--- config.mk ---
export PLATFORM = sky130hd
export DESIGN_NAME = lm_sm_sequencer
export DESIGN_NICKNAME = d
export VERILOG_FILES = /design/src/rtl/lm_sm_sequencer.sv
export SDC_FILE = /design/constraint.sdc
export NUM_CORES = 1
export LEC_CHECK = 0
export BUFFER_PORTS_ARGS = -buffer_cell sky130_fd_sc_hd__buf_2
export CORE_ASPECT_RATIO = 1.5
export CORE_MARGIN = 1.5
export CORE_UTILIZATION = 40
export DETAILED_ROUTE_END_ITERATION = 8
export GPL_TIMING_DRIVEN = 0
export PLACE_DENSITY = 0.8
export SETUP_SLACK_MARGIN = 0.3
export SYNTH_ARGS = -nofsm -noshare
export SYNTH_HDL_FRONTEND = slang
export SYNTH_SLANG_ARGS = --single-unit
--- constraint.sdc ---
create_clock -name clk_i -period 2.32 [get_ports clk_i]
set_input_delay 0.464 -clock clk_i [delete_from_list [all_inputs] [get_ports clk_i]]
set_output_delay 0.464 -clock clk_i [all_outputs]
set_load 0.01 [all_outputs]
--- src/rtl/lm_sm_sequencer.sv ---
// Load-multiple / store-multiple sequencer: walks a register mask from bit 0 upward,
// issuing one memory access per set bit at consecutive addresses from a latched base.
module lm_sm_sequencer #(
    parameter int REG_FILE_WIDTH = 8,
    parameter int RADDR_W        = 3,
    parameter int DATA_W         = 16
) (
    input  logic                      clk_i,
    input  logic                      resetn_i,
    input  logic                      start_i,
    input  logic                      is_load_i,
    input  logic [REG_FILE_WIDTH-1:0] reg_mask_i,
    input  logic [DATA_W-1:0]         base_addr_i,
    output logic                      busy_o,
    output logic                      done_o,
    output logic [DATA_W-1:0]         mem_addr_o,
    output logic                      mem_rd_o,
    output logic                      mem_wr_o,
    output logic [DATA_W-1:0]         mem_wdata_o,
    input  logic [DATA_W-1:0]         mem_rdata_i,
    input  logic                      mem_ready_i,
    output logic [RADDR_W-1:0]        rf_read_addr_o,
    input  logic [DATA_W-1:0]         rf_read_data_i,
    output logic [RADDR_W-1:0]        rf_write_addr_o,
    output logic [DATA_W-1:0]         rf_write_data_o,
    output logic                      rf_write_en_o
);

    typedef enum logic [1:0] {IDLE, ACCESS, DONE} state_t;

    state_t                    state_q;
    logic [REG_FILE_WIDTH-1:0] rem_q;
    logic [DATA_W-1:0]         addr_q;
    logic                      op_q;
    logic [RADDR_W-1:0]        cur_q;
    logic [REG_FILE_WIDTH-1:0] rem_d;

    function automatic logic [RADDR_W-1:0] lowest(input logic [REG_FILE_WIDTH-1:0] m);
        logic [RADDR_W-1:0] idx;
        idx = '0;
        for (int i = REG_FILE_WIDTH - 1; i >= 0; i--)
            if (m[i]) idx = RADDR_W'(i);
        return idx;
    endfunction

    // cur_q always tracks the lowest set bit of rem_q, so clearing it is a single mask op
    assign rem_d = rem_q & ~(REG_FILE_WIDTH'(1) << cur_q);

    always_ff @(posedge clk_i or negedge resetn_i) begin
        if (!resetn_i) begin
            state_q <= IDLE;
            rem_q   <= '0;
            addr_q  <= '0;
            op_q    <= 1'b0;
            cur_q   <= '0;
        end else begin
            case (state_q)
                IDLE: if (start_i) begin
                    rem_q   <= reg_mask_i;
                    addr_q  <= base_addr_i;
                    op_q    <= is_load_i;
                    cur_q   <= lowest(reg_mask_i);
                    state_q <= (reg_mask_i == '0) ? DONE : ACCESS;
                end
                ACCESS: if (mem_ready_i) begin
                    rem_q  <= rem_d;
                    addr_q <= addr_q + 1'b1;
                    cur_q  <= lowest(rem_d);
                    if (rem_d == '0) state_q <= DONE;
                end
                DONE:    state_q <= IDLE;
                default: state_q <= IDLE;
            endcase
        end
    end

    // Outputs decode straight from registers; only the write strobe and data paths see inputs
    assign busy_o          = (state_q != IDLE);
    assign done_o          = (state_q == DONE);
    assign mem_rd_o        = (state_q == ACCESS) &&  op_q;
    assign mem_wr_o        = (state_q == ACCESS) && !op_q;
    assign mem_addr_o      = addr_q;
    assign rf_read_addr_o  = cur_q;
    assign rf_write_addr_o = cur_q;
    assign mem_wdata_o     = mem_wr_o ? rf_read_data_i : '0;
    assign rf_write_data_o = mem_rd_o ? mem_rdata_i : '0;
    assign rf_write_en_o   = mem_rd_o && mem_ready_i;

endmodule
==> impl_results.md, run 1 <==
* Synth Area per Inst at 7.91 um2
* Total power at 4.39 mW
* Die Area at 6190 um2
* TritonCTS Buffers at 5
* Ratio of cells with drive above 1 in the final layout at 39.5%
* Unrepaired setup endpoints after global routing: true
* FMAX at 507 MHz
* Post-synth top flop: dfrtp_1
* Post-synth ARST share at 100%
* Largest net degree at the start of global routing at 31
* Die Wd at 64.7 um
* Initial antenna violation count at 0
* Fillers at 515
* Pre-CTS setup slack at 0.213 ns
* Fin crit period at 1.97 ns
* Sequential share of power at 24.8%
* Worst Slack Setup Final at 0.348 ns
* CTS tree: built
* Internal power at 2.33 mW
* Final instance area at 3160 um2
* Status: finished clean
* Leakage power at 1.62 nW
* Clock latency on the worst-skew pair at 0.29 ns
* Family with the most delay on the worst path: buffers and inverters
* Syn nets at 351
* Post-synth top cells: 30 x dfrtp_1, 29 x nand2_1, 28 x a21oi_1
* DRC viols at 0
* Sequential area share after synthesis at 32.8%
* Worst-path clk slew at 0.06 ns
* Pwr Density at 1390 nW/um2
* Final worst-path cycle share at 85.0%
* Final hold slack at 0.215 ns
* Max cap viols at 0
* DRT iter0 DRCs at 190
* Sw Share at 46.9%
* Ant. Diodes at 0
* Max Slew Vio Count at 0
* Comb pwr share at 65.8%
* Hold_buf cts at 0
* Placed cell area at 2970 um2
* Yosys top cell area share at 32.8%
* I/O pin total at 120
* VDD IR-drop max at 510 uV
* Starting Density at 41.6%
* Placed Cells at 478
* Cells after Synth at 289
* Warnings from Yosys at 0
* Root buffer cell: clkbuf_8
* Die height at 95.6 um
* H-tree Lvls at 2
* Crit path max-delay cell type: dfrtp_1
* Total gr overflow at 0
* GP Congestion at 0.902
* Setup TNS at 0 ns
* Crit-path cells: buf_6 > nor2b_1 > clkbuf_8 > buf_8 > and3_1 > buf_2
* CTS Buffer Depth at 2
* Synthesized cell area at 2290 um2
* Seq cells post-synth at 30
* Most frequent cell after synthesis: dfrtp_1
* Hold Path Class: in -> async
* WL/cell at 14.8 um
* Gr usage total at 22.5%
* Final Setup Violations at 0
* Post-DP HPWL at 5440 um
* Floorplan Core Area at 5490 um2
* Clock net sink count at 30
* Antenna Nets Post-Route at 0
* WP buf/inv at 4
* Clock power share at 9.4%
* Final core area utilization at 57.6%
* Startpoint Class: register
* Critical path class: reg -> out
* Critical Path Fanout Max at 10
* Clock Skew at 0.00889 ns
* Data required, critical path at 1.86 ns
* Crit. End Element: output port
* Vias per Instance at 5.49
* DRT Pass-1 Iters at 5
* Relative slew slack at 54.2%
* Crit path DAT at 1.51 ns
* Sw Pwr at 2.06 mW
* Post-Route WL at 7300 um
* Layout Nets at 486
* Via count at 2709
* Unique masters post-synth at 57
* Slew @ Worst Pin at 0.687 ns
* P&R area growth vs syn at 38.3%
* Synth area leader: dfrtp_1
* CP peak stage delay at 0.38 ns
* Hold Vio Cnt, Final at 0
* First-pass GRT wire length at 10900 um
* Input/output buffers at 119
* Number of synthesized flops with an enable pin at 0
* Layout Cells excl Fill at 493
* FP Rows at 33
* Vias in the first global route at 2328
* Main area contributors after synthesis: dfrtp_1 33%, a21oi_1 6.1%, and3_1 5.5%, and2_1 5.2%, nand2_1 4.8%
-- cell families (layout without fill, tap and decap cells) --
group	count (synthesis)	count (layout)	share of synthesized area, %
buffers and inverters	30	164	7.71
adder cells (fa/ha/maj)	1	1	0.547
AND/OR/NAND/NOR	139	139	33.5
flip-flops	30	30	32.8
AO/OA/AOI/OAI	85	85	23.5
multiplexers	4	4	1.86
-- power by group through the flow --
stage | Combinational, mW | Clock, mW | Sequential, mW
3_5_place_dp | 2.65 | 0 | 1.08
2_1_floorplan | 1.75 | 0 | 1.09
4_1_cts | 2.82 | 0.427 | 1.08
5_1_grt | 3.18 | 0.448 | 1.13
6_report | 2.89 | 0.414 | 1.09
3_3_place_gp | 2.60 | 0 | 1.07
-- worst register-to-register path: cells and delay by family, from the launching register on --
kind                   cells  cell delay [ns]
AND/OR/NAND/NOR            2             0.64
buffers and inverters      2             0.26
multiplexers               2             0.50
flip-flops                 1             0.38
-- path summary, 6_finish.rpt --
kind	from	endpoint	slack, ns	cells past startpoint
max	state_q[0]	rf_write_data_o[2]	0.35	6
min	resetn_i	rem_q[2]	0.21	1
max reg2reg	state_q[0]	op_q	0.42	6
min reg2reg	rem_q[0]	rem_q[0]	0.52	2
max in group asynchronous	resetn_i	state_q[1]	1.62	1
min in group clk_i	is_load_i	op_q	0.42	2
-- repair_timing --
| action | CTS | global route |
|---|---|---|
| pin swaps | 1 | 1 |
| setup endpoints to repair | 35 | 33 |
| buffers inserted | 6 | 3 |
| gates resized for setup | 13 | 6 |
-- flip-flops by register name (all words and copies together) (netlist names) --
signal / count
mem_addr_o: 16
op_q: 1
rem_q: 8
rf_read_addr_o: 3
state_q: 2
-- cell type report --
class                   instances  area (um2)  share of cell area, %
plain buffers                  25         188                   5.93
clock buffers                   6        82.6                   2.61
inverters                       5        18.8                  0.593
multi-input cells             229        1370                   43.4
flip-flops and latches         30         752                   23.8
well taps                      70        87.6                   2.77
repair buffers                128         663                   21.0
-- metal layers --
metal  global-route usage [%]  part of all wire [%]  vias up
li1                         -                     -     1317
met1                     27.7                    40     1261
met2                     38.8                    52      116
met3                     3.78                   6.0       15
met4                     8.87                   1.9        0
met5                        0                     0        -
-- cells in the final DEF, fill, tap and decap left out, types with 6 or more instances in the layout --
| master | synthesis | layout |
|---|---|---|
| and2_1 | 19 | 19 |
| a2bb2oi_1 | 6 | 6 |
| nor3_1 | 7 | 7 |
| dfrtp_1 | 30 | 29 |
| buf_4 | 4 | 13 |
| and3_1 | 20 | 19 |
| nand3_1 | 10 | 10 |
| o21ai_0 | 20 | 20 |
| nor2_1 | 21 | 20 |
| buf_2 | 8 | 125 |
| clkbuf_8 | 3 | 9 |
| nand2_1 | 29 | 29 |
| a21oi_1 | 28 | 28 |
(Power assumes the default switching activity.)
==> inputs of run 2 (changes only) <==
clock period = 2.2 ns   (was 2.32 ns; I/O delays follow)
==> run 2 against run 1 <==
Compared with the run above: via count grew 1.7%; clock skew shrank 0.00067 ns; clock power grew 5.6%; cell area grew 8.4%; total power grew 16%; worst hold slack lost 0.018 ns; wire length grew 7.3%; combinational power grew 21%; die area is the same; global-route usage grew 1.2 points; worst setup slack lost 0.089 ns; sequential cell count is the same; largest cell class unchanged; highest routed layer unchanged.
==> impl_results.md, run 2 (same netlist as run 1, synthesis figures left out) <==
* Status: finished clean
* P&R area growth vs syn at 49.9%
* Worst-path clk slew at 0.06 ns
* Die Wd at 64.7 um
* WL/cell at 15.6 um
* Post-DP HPWL at 5440 um
* Largest net degree at the start of global routing at 31
* Unrepaired setup endpoints after global routing: true
* Most common cell after layout, fill and taps aside: buf_2
* Clock power share at 8.6%
* Setup TNS at 0 ns
* Critical path class: reg -> out
* Slew @ Worst Pin at 0.703 ns
* Pwr Density at 1490 nW/um2
* H-tree Lvls at 2
* DRT Pass-1 Iters at 5
* Leakage power at 1.68 nW
* CTS tree: built
* Layout Nets at 495
* Family with the most delay on the worst path: buffers and inverters
* Crit path DAT at 1.50 ns
* Internal power at 2.80 mW
* TritonCTS Buffers at 5
* Sequential share of power at 22.6%
* Startpoint Class: register
* Critical Path Fanout Max at 6
* Final Setup Violations at 0
* Sw Share at 45.2%
* Ratio of cells with drive above 1 in the final layout at 44.9%
* Ant. Diodes at 0
* FP Rows at 33
* Relative slew slack at 53.1%
* Comb pwr share at 68.9%
* Clock latency on the worst-skew pair at 0.29 ns
* Crit path max-delay cell type: dfrtp_1
* Placed Cells at 478
* First-pass GRT wire length at 11400 um
* Clock net sink count at 30
* Root buffer cell: clkbuf_8
* Most frequent cells in the layout: 111 x buf_2, 29 x nand2_1, 28 x a21oi_1
* Data required, critical path at 1.76 ns
* Hold_buf cts at 0
* Initial antenna violation count at 0
* Starting Density at 41.6%
* Post-Route WL at 7830 um
* Crit-path cells: buf_6 > nor2b_1 > clkbuf_8 > buf_8 > and3_1 > buf_2
* DRC viols at 0
* Via count at 2754
* Max Slew Vio Count at 0
* Max cap viols at 0
* Die Area at 6190 um2
* Sw Pwr at 2.31 mW
* Floorplan Core Area at 5490 um2
* CP peak stage delay at 0.38 ns
* Fin crit period at 1.94 ns
* Die height at 95.6 um
* Antenna Nets Post-Route at 0
* DRT iter0 DRCs at 172
* Final hold slack at 0.197 ns
* Vias in the first global route at 2425
* Vias per Instance at 5.49
* Crit. End Element: output port
* Clock Skew at 0.00822 ns
* GP Congestion at 0.902
* Input/output buffers at 119
* FMAX at 515 MHz
* Largest register FFs at 16
* I/O pin total at 120
* Total gr overflow at 0
* Layout Cells excl Fill at 502
* Fillers at 493
* Hold Vio Cnt, Final at 0
* Gr usage total at 23.7%
* Final worst-path cycle share at 88.3%
* VDD IR-drop max at 771 uV
* WP buf/inv at 4
* CTS Buffer Depth at 2
* Hold Path Class: in -> async
[run 2: cell count changes in the layout (fill, tap and decap cells not counted), moves of 2 or more]
cell / delta
and3_1: -13
and3_4: +13
buf_2: -14
buf_4: +5
buf_6: +17
buf_8: +2
dfrtp_1: -2
dfrtp_2: +2
[run 2: worst reg2reg max path: stages (launching register included)]
cell	delay (ns)
dfrtp_2	0.40
ha_2	0.21
nand3_2	0.13
or2_4	0.28
or4_4	0.51
o22ai_2	0.10
a2bb2oi_1	0.08
[run 2: per-stage QoR]
step	power [mW]	instance area, um2	util, %	setup WS [ns]
floorplan	3.00	2290	-	0.408
global placement	3.88	2970	54.1	0.168
detailed placement	3.94	2970	54.1	0.117
CTS	4.85	3320	60.5	0.237
global route	5.48	3430	62.5	0.198
finish	5.10	3430	62.5	0.258
[run 2: final cells by class]
cell class | instances | area (um2) | area share, %
clock buffers | 6 | 82.6 | 2.41
plain buffers | 25 | 191 | 5.58
repair buffers | 137 | 847 | 24.7
multi-input cells | 229 | 1450 | 42.2
inverters | 5 | 18.8 | 0.547
well taps | 70 | 87.6 | 2.55
flip-flops and latches | 30 | 754 | 22.0
[run 2: repair_timing]
item                                    4_1_cts  5_1_grt
endpoints found under the setup margin       35       47
hold endpoints to repair                      0        0
cloned                                        2        0
pin swaps                                     9        2
gates resized for setup                      39       25
setup buffers                                10        6
[run 2: routing by layer]
layer  track usage (%)  share of wire [%]  wire length, um
met5                 0                  0                0
met4              9.22                1.9              146
met3              4.13                4.6              360
met2              41.5                 54             4200
met1              28.6                 40             3120
[run 2: path summary, 6_finish.rpt]
| path | start | cells after the start | slack [ns] | endpoint |
|---|---|---|---|---|
| min reg2reg | rem_q[0] | 2 | 0.52 | rem_q[0] |
| max reg2reg | mem_addr_o[1] | 6 | 0.37 | mem_addr_o[12] |
| max | state_q[0] | 6 | 0.26 | rf_write_data_o[11] |
| min in group clk_i | base_addr_i[0] | 3 | 0.40 | mem_addr_o[0] |
| min | resetn_i | 1 | 0.20 | rem_q[2] |
| max in group asynchronous | resetn_i | 1 | 1.51 | mem_addr_o[1] |
[run 2: power by group through the flow]
stage | logic (mW) | clock network (mW) | registers, mW
2_1_floorplan | 1.84 | 0 | 1.15
3_3_place_gp | 2.74 | 0 | 1.13
3_5_place_dp | 2.80 | 0 | 1.14
4_1_cts | 3.26 | 0.450 | 1.14
5_1_grt | 3.82 | 0.472 | 1.18
6_report | 3.51 | 0.437 | 1.15
